--- src/rtl/logic_unit_arbiter.sv ---
// Round-robin arbiter/sequencer for a shared 32-bit AND/OR/XOR/NOR unit; done pulses 2 cycles after the sampling edge.
// One operation in flight; losing or late requesters just hold req until they see their grant.
module logic_unit_arbiter #(
  parameter int WIDTH = 32,
  parameter int OPW   = 2
) (
  input  logic             clk,
  input  logic             reset,
  input  logic             req0,
  input  logic [OPW-1:0]   op0,
  input  logic [WIDTH-1:0] a0,
  input  logic [WIDTH-1:0] b0,
  input  logic             req1,
  input  logic [OPW-1:0]   op1,
  input  logic [WIDTH-1:0] a1,
  input  logic [WIDTH-1:0] b1,
  output logic             gnt0,
  output logic             gnt1,
  output logic             done0,
  output logic             done1,
  output logic [WIDTH-1:0] res,
  output logic             busy
);

  localparam logic [1:0] IDLE = 2'd0;
  localparam logic [1:0] EXEC = 2'd1;
  localparam logic [1:0] DONE = 2'd2;

  localparam logic [OPW-1:0] OP_AND = 2'b00;
  localparam logic [OPW-1:0] OP_OR  = 2'b01;
  localparam logic [OPW-1:0] OP_XOR = 2'b10;

  logic [1:0]       state;
  logic             prio;
  logic             owner;
  logic [OPW-1:0]   op_q;
  logic [WIDTH-1:0] a_q;
  logic [WIDTH-1:0] b_q;
  logic [WIDTH-1:0] res_q;

  logic             win_vld;
  logic             win;

  function automatic logic [WIDTH-1:0] eval(input logic [OPW-1:0] op,
                                            input logic [WIDTH-1:0] a,
                                            input logic [WIDTH-1:0] b);
    case (op)
      OP_AND:  eval = a & b;
      OP_OR:   eval = a | b;
      OP_XOR:  eval = a ^ b;
      default: eval = ~(a | b);
    endcase
  endfunction

  // prio only breaks ties; a lone requester always wins
  always_comb begin
    win_vld = req0 | req1;
    if (req0 && req1) win = prio;
    else              win = req1;
  end

  always_ff @(posedge clk) begin
    if (reset) begin
      state <= IDLE;
      prio  <= 1'b0;
      owner <= 1'b0;
      op_q  <= '0;
      a_q   <= '0;
      b_q   <= '0;
      res_q <= '0;
    end else begin
      case (state)
        IDLE: begin
          if (win_vld) begin
            owner <= win;
            prio  <= ~win;
            op_q  <= win ? op1 : op0;
            a_q   <= win ? a1  : a0;
            b_q   <= win ? b1  : b0;
            state <= EXEC;
          end
        end
        EXEC: begin
          res_q <= eval(op_q, a_q, b_q);
          state <= DONE;
        end
        DONE:    state <= IDLE;
        default: state <= IDLE;
      endcase
    end
  end

  assign gnt0  = (state == EXEC) && !owner;
  assign gnt1  = (state == EXEC) &&  owner;
  assign done0 = (state == DONE) && !owner;
  assign done1 = (state == DONE) &&  owner;
  assign busy  = (state != IDLE);
  assign res   = res_q;

endmodule
--- config.mk ---
export PLATFORM = sky130hd
export DESIGN_NAME = logic_unit_arbiter
export DESIGN_NICKNAME = d
export VERILOG_FILES = /design/src/rtl/logic_unit_arbiter.sv
export SDC_FILE = /design/constraint.sdc
export NUM_CORES = 1
export LEC_CHECK = 0
export BUFFER_PORTS_ARGS = -buffer_cell sky130_fd_sc_hd__buf_4
export CAP_MARGIN = 25
export CORE_ASPECT_RATIO = 0.8
export CORE_MARGIN = 2
export CORE_UTILIZATION = 45
export DETAILED_ROUTE_END_ITERATION = 12
export GPL_TIMING_DRIVEN = 0
export PLACE_DENSITY = 0.7
export REMOVE_ABC_BUFFERS = 1
export SLEW_MARGIN = 15
export SYNTH_ARGS = -nofsm -noshare
export SYNTH_HDL_FRONTEND = slang
export SYNTH_SLANG_ARGS = --single-unit
--- constraint.sdc ---
create_clock -name clk -period 1.75 [get_ports clk]
set_input_delay 0.35 -clock clk [delete_from_list [all_inputs] [get_ports clk]]
set_output_delay 0.35 -clock clk [all_outputs]
set_load 0.01 [all_outputs]
# Yosys cells after proc, flatten, opt, wreduce, memory -nomap -nowiden
# Cells that the tools add are included.
[totals]
register_bits = 102
in_bits = 136
output_inout_bits = 37
wordCells = 35
[op_classes]
n_eq_ne = 5
muxes = 7
n_bitwise = 6
n_reduce_logical = 10
[ops]
columns = ["cell", "count"]
rows = [
  ["$pmux W32 S3", 1],
  ["$mux W32", 2],
  ["$and A32 B32 Y32", 1],
  ["$not A32 Y32", 1],
  ["$or A32 B32 Y32", 1],
  ["$xor A32 B32 Y32", 1],
  ["$logic_and A1 B1 Y1", 5],
  ["$eq A2 B1 Y1 const B", 2],
  ["$eq A2 B2 Y1 const B", 2],
  ["$logic_not A2 Y1", 2],
  ["$mux W2", 2],
  ["$pmux W2 S2", 1],
  ["$ne A2 B2 Y1 const B", 1],
  ["$reduce_and A2 Y1", 1],
  ["$reduce_bool A2 Y1", 1],
  ["$logic_not A1 Y1", 1],
  ["$mux W1", 1],
  ["$not A1 Y1", 1],
  ["$or A1 B1 Y1", 1],
]

# Logic depth before layout (Yosys ltp)
[depth]
depth_word = 3
mapped_depth = 6
depth_no_buf = 5

# Least setup slack after synthesis
# OpenSTA, ideal clock, no wires.
[synth_path]
path_type = "reg2out"
from = "register state[0]"
to = "output port gnt1"
arrival_time_ns = 1.115
required_ns = 1.400
path_slack_ns = 0.285
stages_incl_launch_ff = 5
path_buffers = 2
cell_sequence = "dfxtp_1 -> nor2b_1 -> buf_2 -> clkbuf_1 -> and2_1"
[synth_between]
elab_chain_len = 2
[synth_lines]
columns = ["item", "line", "rtl"]
rows = [
  ["from (decl)", "33", "logic [1:0] state;"],
  ["from (signal assigned)", "64", "state <= IDLE;"],
  ["from (signal assigned)", "80", "state <= EXEC;"],
  ["from (signal assigned)", "85", "state <= DONE;"],
  ["$eq A2 B1 Y1", "94", "assign gnt1 = (state == EXEC) && owner;"],
  ["$logic_and A1 B1 Y1", "94", ""],
  ["to (decl)", "18", "output logic gnt1,"],
]
# Every way passes these cells.

# Worst setup path after layout
[layout_path]
from = "register state[1]"
to = "output port done0"
[layout_between]
elab_chain_len = 2
[layout_lines]
columns = ["item", "line", "rtl"]
rows = [
  ["$eq A2 B2 Y1", "95", "assign done0 = (state == DONE) && !owner;"],
  ["$logic_and A1 B1 Y1", "95", ""],
  ["to (decl)", "19", "output logic done0,"],
]
# Every way passes these cells.

==> flow_summary.json <==
{
  "avgSynthCellArea_um2": 8.04,
  "fill_cells": 1265,
  "n_antenna_cell": 0,
  "period_share_pct": 97.3,
  "fin_skew_ps": 8.02,
  "cp_max_fo": 7,
  "drtIter0Drc": 429,
  "initial_core_util_pct": 46.5,
  "h-tree-depth": 3,
  "dp_slack_ps": -510,
  "fin_crit_ps": 1700,
  "ys_warn_count": 0,
  "cpPeakStageDelay_ps": 470,
  "critPathCaptureType": "output port",
  "most-common-layout-cells": "buf_4 (175), dfxtp_1 (98), o21ai_0 (71), nand3_1 (67)",
  "die_area_um2": 15100,
  "whs_ps": 293,
  "routedWlPerCell_um": 17.2,
  "row_count": 38,
  "drive_above_1_share_pct": 27.2,
  "drv_cap": 0,
  "grt_pass1_wl_um": 30100,
  "grt_usage_pct": 25.1,
  "yosysSeqAreaShare_pct": 32.1,
  "final_common_cell": "buf_4",
  "worstPathCellList": "nor3b_1, buf_4",
  "die_y_um": 110,
  "crit_arrival_ps": 1350,
  "max_slew.worst_pin.slew_ps": 686,
  "setup_viol": 0,
  "grt_pass1_vias": 5824,
  "combPwrFrac_pct": 27.8,
  "ff_latch_area_um2": 2050,
  "drc": 0,
  "criticalPathCategory": "flip-flop to output port",
  "critPathBufInv": 1,
  "core_um2": 13700,
  "grt-ovfl-total": 0,
  "slew_viol_final": 0,
  "slew_headroom_pct": 54.1,
  "io_pins": 173,
  "min_path_cells": 3,
  "hold_end": "a_q[22]",
  "grt_max_degree": 71,
  "hold_buffers": 0,
  "clkPwrFrac_pct": 33.2,
  "r2r_cells": 6,
  "peakVddDrop_uv": 520,
  "worstHoldStart": "a0[22]",
  "yosysUniqueCellTypes": 28,
  "status": "finished clean",
  "antenna_found_initial": 0,
  "via_per_inst": 5.81,
  "fin_tns_setup_ps": 0,
  "cp.required_ps": 1400,
  "utilization_pct": 60.5,
  "die_width_um": 137,
  "place.gp.congestion": 0.775,
  "leakagePower_uw": 0.00338,
  "final.setup.worst_slack_ps": 48.0,
  "dr.pass1.iters": 5,
  "vias": 6367,
  "layout.nets": 1112,
  "internal-power_uw": 4910,
  "hold_path.class": "primary input to flip-flop",
  "regToRegStartpoint": "state[0]",
  "cts.sinks": 102,
  "regToRegEndpoint": "a_q[15]",
  "crit_slowest_cell": "dfxtp_2",
  "syn_area_um2": 6370,
  "netlist_instances": 792,
  "numCtsBuffers": 9,
  "rrSetupSlack_ps": 140,
  "clock.fmax_mhz": 588,
  "multi_input_area_um2": 3730,
  "clk_pin_slew_ps": 70,
  "port_buffers": 172,
  "root_buffer": "clkbuf_16",
  "clock_path_buffers": 2,
  "cp_top_family": "flip-flops",
  "p_seq_share_pct": 39.1,
  "wirelength_um": 18800,
  "hpwl_um": 11500,
  "hold_viol_final": 0,
  "power.density_nw_per_um2": 842,
  "area_growth_pct": 30.1,
  "ant_nets": 0,
  "power.share.switching_pct": 29.6,
  "clk_latency_ps": 350,
  "rsz0062_at_grt": "false",
  "p_switching_uw": 2070,
  "cts_tree": "yes",
  "crit_path_start_kind": "flip-flop",
  "ys_ff_latch": 102
}
==> cells by family after synthesis <==
kind of cell    synth area share [%]
simple gates                    18.9
compound gates                  21.3
buf+inv                         10.2
flops                           32.1
fa+ha+maj                       12.6
mux                             4.95
==> power groups by stage <==
stage          logic (uW)  clock network, uW  registers [uW]
2_1_floorplan         942                  0            2790
3_3_place_gp         1660                  0            2820
3_5_place_dp         1830                  0            2790
4_1_cts              1890               2360            2740
5_1_grt              2150               2460            2760
6_report             1940               2310            2730
==> final cells by class <==
type / instances / share of cell area [%]
inverters: 66 / 3.08
well taps: 180 / 2.72
clock inverters: 4 / 1.15
clock buffers: 11 / 2.93
repair buffers: 193 / 20.3
multi-input cells: 540 / 45.1
flip-flops and latches: 102 / 24.8
==> state kept, by name, indices dropped and copies added (netlist names) <==
register and count:
a_q 32, prio 1, op_q 2, state 2, owner 1, res 32, b_q 32
==> repair_timing <==
action,in CTS,in global routing
pin swaps,1,0
setup buffers,3,4
endpoints found under the setup margin,61,41
gates resized for setup,8,3
gates cloned,3,0
==> synthesized netlist by cell type <==
library cell  number  area [um2]
mux2_2            28         315
o21ai_0           71         355
nor2b_1            5        31.3
a31o_2             1        8.76
nor3b_1            5        37.5
nor2_1            63         236
buf_6              3        33.8
buf_4              4        30.0
a211o_1           32         280
a31o_1             3        26.3
and2_1             1        6.26
and3b_1            1        8.76
dfxtp_1          102        2040
inv_1             66         248
nor2_4             1        11.3
ha_1              64         801
nand4_1           66         413
o21ai_1            1        5.00
a211oi_2           1        12.5
a21oi_1            2        10.0
a311oi_1          28         245
nand2_1           29         109
nand2b_1           2        12.5
nand3_1           67         335
buf_2             31         155
a31oi_1           66         413
clkbuf_1          48         180
nor3_1             1        5.00
==> worst min-delay path, cell delays in order <==
cell	delay (ps)
buf_4	110
nand3_1	70
a31oi_1	70
==> how the worst max path moves through the flow <==
stage,from,end,slack [ps],cells past startpoint
final,state[1],done0,50,2
after global routing,state[1],gnt1,5,4
after CTS,state[0],gnt1,-3,4
after detailed placement,req1,a_q[15],-510,6
after global placement,state[1],busy,-6060,3
after floorplan,state[1],op_q[0],-2670,4
==> metal layers <==
metal  GRT usage (%)  part of all wire (%)
met2            39.2                    42
met5               0                     0
met4            5.08                  0.80
met3            6.54                   9.6
met1            35.0                    47
==> stage by stage <==
| stage | area (um2) | power (uW) | cells |
|---|---|---|---|
| after floorplan | 5970 | 3730 | 706 |
| after global placement | 7480 | 4470 | 1058 |
| after detailed placement | 7790 | 4610 | 1071 |
| after CTS | 8230 | 6990 | 1092 |
| after global routing | 8290 | 7370 | 1096 |
| final | 8290 | 6980 | 1096 |
(Power assumes the default switching activity.)
